<file path="src/rtl/icache_mshr_txreq_arbiter.sv">
// Round-robin arbiter that funnels icache MSHR downstream requests into a one-deep
// output slot, with a credit counter bounding linefills that are still in flight.
module icache_mshr_txreq_arbiter #(
    parameter int ENTRY_NUM  = 8,
    parameter int CREDIT_NUM = 4,
    parameter int PLD_WIDTH  = 42,
    parameter int ID_WIDTH   = 3,
    parameter int CNT_WIDTH  = 3
) (
    input  logic                           clk,
    input  logic                           rst_n,
    input  logic [ENTRY_NUM-1:0]           entry_txreq_vld,
    input  logic [ENTRY_NUM*PLD_WIDTH-1:0] entry_txreq_pld,
    output logic [ENTRY_NUM-1:0]           entry_txreq_rdy,
    output logic [ENTRY_NUM-1:0]           entry_release_en,
    output logic                           downstream_txreq_vld,
    input  logic                           downstream_txreq_rdy,
    output logic [PLD_WIDTH-1:0]           downstream_txreq_pld,
    output logic [ID_WIDTH-1:0]            downstream_txreq_entry_id,
    input  logic                           linefill_done,
    output logic [CNT_WIDTH-1:0]           credit_cnt,
    output logic [CNT_WIDTH-1:0]           outstanding_cnt,
    output logic                           credit_err
);

    localparam logic [CNT_WIDTH-1:0] CREDIT_MAX = CNT_WIDTH'(CREDIT_NUM);

    logic [ID_WIDTH-1:0]  rr_ptr_q, rr_ptr_d;
    logic                 slot_vld_q, slot_vld_d;
    logic [PLD_WIDTH-1:0] slot_pld_q, slot_pld_d;
    logic [ID_WIDTH-1:0]  slot_id_q, slot_id_d;
    logic [CNT_WIDTH-1:0] credit_cnt_q, credit_cnt_d;
    logic                 credit_err_q, credit_err_d;

    logic                 found;
    logic [ID_WIDTH-1:0]  winner;
    logic [ID_WIDTH-1:0]  idx;
    logic                 slot_free;
    logic                 grant_en;
    logic [ENTRY_NUM-1:0] grant_oh;

    // Search starts at rr_ptr and wraps, so the first hit is the round-robin winner.
    // NOTE: every always_comb output gets a default first; a missed branch would otherwise infer a latch.
    always_comb begin
        found  = 1'b0;
        winner = '0;
        idx    = '0;
        for (int k = 0; k < ENTRY_NUM; k++) begin
            idx = ID_WIDTH'((int'(rr_ptr_q) + k) % ENTRY_NUM);
            if (!found && entry_txreq_vld[idx]) begin
                found  = 1'b1;
                winner = idx;
            end
        end
    end

    // The slot refills in the same cycle it drains; no grants during reset.
    assign slot_free = ~slot_vld_q | downstream_txreq_rdy;
    assign grant_en  = found & slot_free & (credit_cnt_q != '0) & ~rst_n;

    always_comb begin
        grant_oh = '0;
        if (grant_en) grant_oh[winner] = 1'b1;
    end

    always_comb begin
        rr_ptr_d     = rr_ptr_q;
        slot_vld_d   = slot_vld_q;
        slot_pld_d   = slot_pld_q;
        slot_id_d    = slot_id_q;
        credit_cnt_d = credit_cnt_q;
        credit_err_d = credit_err_q;

        if (grant_en) begin
            slot_vld_d = 1'b1;
            slot_pld_d = entry_txreq_pld[int'(winner)*PLD_WIDTH +: PLD_WIDTH];
            slot_id_d  = winner;
            rr_ptr_d   = ID_WIDTH'((int'(winner) + 1) % ENTRY_NUM);
        end else if (slot_free) begin
            slot_vld_d = 1'b0;
        end

        // A grant and a returned credit in the same cycle cancel out.
        if (grant_en && !linefill_done) begin
            credit_cnt_d = credit_cnt_q - 1'b1;
        end else if (linefill_done && !grant_en) begin
            if (credit_cnt_q == CREDIT_MAX) credit_err_d = 1'b1;
            else                            credit_cnt_d = credit_cnt_q + 1'b1;
        end
    end

    // NOTE: sequential state uses non-blocking assignments so every flop samples pre-edge values.
    always_ff @(posedge clk) begin
        if (rst_n) begin
            rr_ptr_q     <= '0;
            slot_vld_q   <= 1'b0;
            slot_pld_q   <= '0;
            slot_id_q    <= '0;
            credit_cnt_q <= CREDIT_MAX;
            credit_err_q <= 1'b0;
        end else begin
            rr_ptr_q     <= rr_ptr_d;
            slot_vld_q   <= slot_vld_d;
            slot_pld_q   <= slot_pld_d;
            slot_id_q    <= slot_id_d;
            credit_cnt_q <= credit_cnt_d;
            credit_err_q <= credit_err_d;
        end
    end

    assign entry_txreq_rdy           = grant_oh;
    assign entry_release_en          = grant_oh;
    assign downstream_txreq_vld      = slot_vld_q;
    assign downstream_txreq_pld      = slot_pld_q;
    assign downstream_txreq_entry_id = slot_id_q;
    assign credit_cnt                = credit_cnt_q;
    assign outstanding_cnt           = CREDIT_MAX - credit_cnt_q;
    assign credit_err                = credit_err_q;

endmodule

</file>
<file path="config.mk">
export PLATFORM = sky130hd
export DESIGN_NAME = icache_mshr_txreq_arbiter
export DESIGN_NICKNAME = d
export VERILOG_FILES = /design/src/rtl/icache_mshr_txreq_arbiter.sv
export SDC_FILE = /design/constraint.sdc
export NUM_CORES = 1
export LEC_CHECK = 0
export ABC_AREA = 1
export CAP_MARGIN = 20
export CELL_PAD_IN_SITES_DETAIL_PLACEMENT = 1
export CELL_PAD_IN_SITES_GLOBAL_PLACEMENT = 2
export CORE_ASPECT_RATIO = 1.75
export CORE_MARGIN = 2
export CORE_UTILIZATION = 17
export DETAILED_ROUTE_END_ITERATION = 8
export PLACE_DENSITY = 0.84
export SETUP_SLACK_MARGIN = 0.02
export SYNTH_ARGS = -nofsm -noshare
export SYNTH_HDL_FRONTEND = slang
export SYNTH_SLANG_ARGS = --single-unit
</file>
<file path="constraint.sdc">
create_clock -name clk -period 10.9 [get_ports clk]
set_input_delay 3.27 -clock clk [delete_from_list [all_inputs] [get_ports clk]]
set_output_delay 3.27 -clock clk [all_outputs]
set_load 0.005 [all_outputs]
</file>
After elaboration in Yosys (flattened, before gate mapping)
Index checks and enable logic that the tools add are counted.

Register bits after elaboration: 53. Input port bits: 348. Output and inout bits: 69. Word-level logic and storage cells: 102.

Add/subtract/negate cells: 11. Multipliers: 1. $lt $le $gt $ge: 10. Equal/unequal tests: 2. Shift-type cells: 1. Mux-type cells: 40. Bitwise operators: 7. Reduce and logical (&&, ||, !) cells: 24.

Operator list (count): $shiftx A336 B10 Y42 (1); $lt A3 B4 Y1 const B (9); $mux W3 (11); $bmux W1 S3 (8); $mux W1 (19); $add A3 B3 Y3 const B (4); $logic_and A1 B1 Y1 (10); $add A3 B1 Y3 const B (3); $logic_not A1 Y1 (9); $mul A3 B5 Y8 const B (1); $mux W8 (1); $add A3 B2 Y3 const B (2); $reduce_bool A2 Y1 (2); $and A1 B1 Y1 (3); $demux W1 S3 (1); $eq A3 B3 Y1 const B (1); $ge A3 B1 Y1 const B (1); $not A1 Y1 (3); $reduce_and A3 Y1 (1); $reduce_bool A3 Y1 (1); $sub A3 B1 Y3 const B (1); $sub A3 B3 Y3 const A (1); $ne A2 B2 Y1 const B (1); $reduce_and A2 Y1 (1); $or A1 B1 Y1 (1).

Longest topological paths before layout
Depth in word-level cells: 31. Mapped depth: 24. Depth with buffers taken out: 22.

Worst setup path after synthesis
No wires, ideal clock.

Path type: input-to-output. Start point: in entry_txreq_vld[7]. End point: out entry_txreq_rdy[0]. Arrival: 5.142 ns. Data required time: 7.630 ns. Setup slack: 2.488 ns. Stages: 18. Buffers on the path: 3. Cell sequence: nand2_1 > nand3_2 > nand3_2 > nand2_2 > nor2_4 > nand3_1 > nand2_1 > inv_1 > nor2_1 > nand3_2 > nand2_2 > buf_4 > buf_4 > inv_2 > nor2_1 > inv_2 > nor2_1 > buf_4.

Word-level cells in the longest chain between the ends: 29. Elaborated cells between the ends (all ways): 55. Those cells by class: order compare (2); mux (35); bitwise (3); reduce/logical (15).

RTL lines: start, declared (RTL line 12) `input logic [ENTRY_NUM-1:0] entry_txreq_vld,`; $bmux W1 S3 (RTL line 50) `if (!found && entry_txreq_vld[idx]) begin`; $mux W1 (not written as such) (RTL line 50); $mux W1 (RTL line 50); $logic_not A1 Y1 (RTL line 50); $logic_and A1 B1 Y1 (RTL line 50); $mux W1 (RTL line 50); $logic_not A1 Y1 (RTL line 50); $logic_and A1 B1 Y1 (RTL line 50); [14 not listed]; $logic_and A1 B1 Y1 (RTL line 50); $mux W3 * (RTL line 50); named net winner[0] (RTL line 36) `logic [ID_WIDTH-1:0] winner;`; $lt A3 B4 Y1 (not written as such) / $ge A3 B1 Y1 (equally long branches) (RTL line 63) `if (grant_en) grant_oh[winner] = 1'b1;`; $logic_and A1 B1 Y1 (not written as such) (RTL line 63); $mux W1 (not written as such) (RTL line 63); $demux W1 S3 * (RTL line 63); $mux W8 * (RTL line 63); end, declared (RTL line 14) `output logic [ENTRY_NUM-1:0] entry_txreq_rdy,`.

Mark *: on every way through the listed nets, which the timed path passes. The rest lies on a longest branch. The select of a mux whose other input is x is not followed.

Worst setup path after layout
Start point: in entry_txreq_vld[1]. End point: out entry_release_en[0].

Word-level cells in the longest chain between the ends: 29. Elaborated cells between the ends (all ways): 55. Those cells by class: order compare (2); mux (35); bitwise (3); reduce/logical (15).

RTL lines: $bmux W1 S3 (RTL line 50); $mux W1 (not written as such) (RTL line 50); $mux W1 (RTL line 50); $logic_not A1 Y1 (RTL line 50); $logic_and A1 B1 Y1 (RTL line 50); $mux W1 (RTL line 50); $logic_not A1 Y1 (RTL line 50); $logic_and A1 B1 Y1 (RTL line 50); [14 not listed]; $logic_and A1 B1 Y1 (RTL line 50); $mux W3 * (RTL line 50); named net winner[0] (RTL line 36); $lt A3 B4 Y1 (not written as such) / $ge A3 B1 Y1 (equally long branches) (RTL line 63); $logic_and A1 B1 Y1 (not written as such) (RTL line 63); $mux W1 (not written as such) (RTL line 63); $demux W1 S3 * (RTL line 63); $mux W8 * (RTL line 63); end, declared (RTL line 15) `output logic [ENTRY_NUM-1:0] entry_release_en,`.

Marks and branches as above.

==> summary.txt <==
Outcome
  • Status: complete, no violations

CTS
  • Root Buffer: clkbuf_16
  • Clock Sinks: 53
  • Worst-Skew Late Latency: 0.32 ns
  • CTS buffer count: 5
  • CTS H-tree lvls: 2
  • Post-CTS Repair Setup Buffers: 0
  • PostCTS Resize Cnt: 0
  • Cts hold-fix bufs: 0
  • Longest Clk Path Bufs: 2
  • CTS tree: yes
  • Clock Pin Slew Worst Setup and Hold Paths: 0.08 ns

Detailed routing
  • DR WL/cell: 19.1 µm
  • Final ANT Viol Nets: 0
  • Drt first pass iters: 4
  • Vias per inst: 4.47
  • Remaining DRCs: 0
  • DR iter-0 viols: 285
  • Final WL: 39600 µm
  • Detailed-route via count: 9254

Setup path
  • CP startpoint kind: primary input
  • CP Max Fanout: 45
  • Cell repeated most along the worst path: nor2_1
  • Stages on worst setup path: 15
  • Crit path from: entry_txreq_vld[1]
  • Critical Path AT: 6.86 ns
  • Reg2reg setup slack: 5.60 ns
  • WP buf/inv: 5
  • Critical Path RT: 7.63 ns
  • R2R Path Start: rr_ptr_q[1]
  • Critical-path cell list: clkdlybuf4s50_1 -> nand2_1 -> nand3_1 -> nand2_1 -> nor2_1 -> a31oi_1 -> inv_1 -> nand2_2 -> nand3b_4 -> nand2_8 -> inv_2 -> nor2_1 -> inv_2 -> nor2_1 -> clkdlybuf4s50_1
  • Slowest cell on crit path: clkdlybuf4s50_1
  • R2r endpoint: downstream_txreq_pld[0]
  • Critical path capture point type: output pin
  • CP Capture Point: entry_release_en[0]
  • Worst R2R Path Depth: 19
  • WS Path Type: primary input to output pin
  • CP peak stage delay: 0.64 ns
  • CP delay by family, top: simple AND/OR/NAND/NOR gates

Global routing
  • Vias in the first global route: 9689
  • Initial antenna violation count: 6
  • Pin count of the biggest net entering global routing: 101
  • Global-route wire length before repair: 57200 µm
  • GRT overflow: 0
  • GR Util All Layers: 19.5%

Hold path
  • Hold crit path type: flip-flop to flip-flop
  • Worst Hold Depth: 2

STA
  • Slew Limit Fails: 0
  • RSZ-0062 raised after global routing: no
  • Fin worst setup slack: 0.768 ns
  • Final setup violation count: 0
  • Measured slew at the worst slew-check pin: 1.05 ns
  • Clock Skew: 0.00886 ns
  • Slew HR: 30.1%
  • Setup tns final: 0 ns
  • Fmax: 98.7 MHz
  • Tmin final: 10.13 ns
  • Tcrit/Tclk final: 93.0%
  • Final count of hold timing violations: 0

Die
  • Die area: 39100 µm²
  • Die height: 260 µm
  • FP Rows: 93
  • Core area: 36900 µm²
  • Io pins: 417
  • Initial core utilization: 17.3%
  • Chip width: 150 µm

Placed design
  • Routability cong.: 0.856
  • DP HPWL: 30500 µm
  • Worst slack, placed: 0.828 ns
  • Port buffer count: 416

Final layout
  • Final nets: 1946
  • Most frequent cells in the layout: 695 x nand2_1, 416 x clkdlybuf4s50_1, 239 x nand3_1
  • Layout cell share with drive strength beyond 1: 3.21%
  • Commonest non-fill, non-tap cell in the layout: nand2_1
  • Fill count: 4840
  • Synth-to-Final Area Change: 70.9%
  • Seq. cell area: 1060 µm²
  • Footprint of the multi-input gates: 4680 µm²

Yosys
  • Synth area leaders: nand2_1 41%, nand3_1 19%, dfxtp_1 17%
  • Post-Syn Instances: 1250
  • Share of the synthesized area in the top cell type: 41.0%
  • Post-Syn Area per Cell: 5.10 µm²
  • Post-synth EDFFs: 0
  • Area of the mapped netlist: 6380 µm²
  • Post-synth top area cell: nand2_1
  • Sequential share of the synthesized area: 16.6%
  • Syn_nets: 1608
  • Synth Warn #: 0
  • Unique masters post-synth: 31
  • Ys flop type: dfxtp_1
  • Yosys reg bits: 53
  • FFs w/ async S/R, synth: 0%

Power and ir drop
  • Lkg Pwr: 0.00532 µW
  • Pwr Density: 347 nW/µm²
  • Clock Power Share: 4.6%
  • Sequential Power Share: 8.6%
  • Internal power: 1390 µW
  • Logic pwr share: 86.8%
  • Switching Fraction: 63.1%
  • Net Sw Power: 2380 µW
  • Max VDD drop: 0.251 mV

Job
  • Max_cap viols: 0
## synth_stat cells (all sizes together) (2+ instances only)
master	number
dfxtp	53
nand2	701
a21oi	10
nor3	2
ha	9
nor2	29
xor2	4
nand4	3
o211ai	2
o21ai	51
nand3	246
clkbuf	23
buf	74
inv	37
## sequential cells by signal, indices dropped and copies added, names as in the netlist
register,count
rr_ptr_q,3
downstream_txreq_pld,42
credit_err,1
credit_cnt,3
downstream_txreq_vld,1
downstream_txreq_entry_id,3
## metrics by stage
step           total power [µW]  hold WS, ns  utilization, %  cells  cell area [µm²]
2_1_floorplan              2560        0.441               -   1250             6380
3_3_place_gp               3650        0.450            29.1   2055            10700
3_5_place_dp               3680        0.457            29.1   2056            10700
4_1_cts                    3870        0.468            29.5   2064            10900
5_1_grt                    4250        0.494            29.5   2068            10900
6_report                   3780        0.461            29.5   2069            10900
## area by class of cell
cell class	count	area share (%)
diodes	5	0.115
flip-flops and latches	53	9.73
clock inverters	3	0.161
multi-input cells	1062	42.9
repair buffers	428	39.1
clock buffers	5	1.15
inverters	38	1.32
well taps	475	5.45
## tightest hold or removal path, stage by stage (launching register included)
cell     delay (ns)
dfxtp_1        0.31
inv_1          0.05
a21oi_1        0.05
## logic make-up (layout without fill, tap and decap cells)
family / count (synthesis) / in the layout / share of synthesized area (%)
simple gates: 982 / 982 / 64.6
xor+xnor: 5 / 5 / 0.922
compound gates: 65 / 65 / 5.30
buf+inv: 135 / 474 / 10.5
other cells: 0 / 5 / 0
flops: 53 / 53 / 16.6
fa+ha+maj: 10 / 10 / 2.08
## per-layer routing
layer	part of all wire (%)	vias up	global-route usage [%]	routed length, µm
met5	0	-	0	0
met4	2.3	0	5.82	924
met3	3.7	34	2.44	1470
met2	59	254	41.0	23300
met1	35	4328	19.0	13900
li1	-	4638	-	-
## power by group through the flow
stage | Sequential, µW | Clock, µW | Combinational, µW
after CTS | 327 | 185 | 3360
final | 326 | 174 | 3280
after detailed placement | 331 | 0 | 3350
after floorplan | 317 | 0 | 2250
after global routing | 335 | 190 | 3730
after global placement | 328 | 0 | 3320
## how the worst min path moves through the flow
stage / startpoint / to / slack (ns)
CTS: credit_err / credit_err / 0.47
global placement: credit_err / credit_err / 0.45
global route: credit_err / credit_err / 0.49
detailed placement: credit_err / credit_err / 0.46
finish: credit_err / credit_err / 0.46
floorplan: credit_err / credit_err / 0.44
Note: power is estimated with default switching activity, not from simulation.
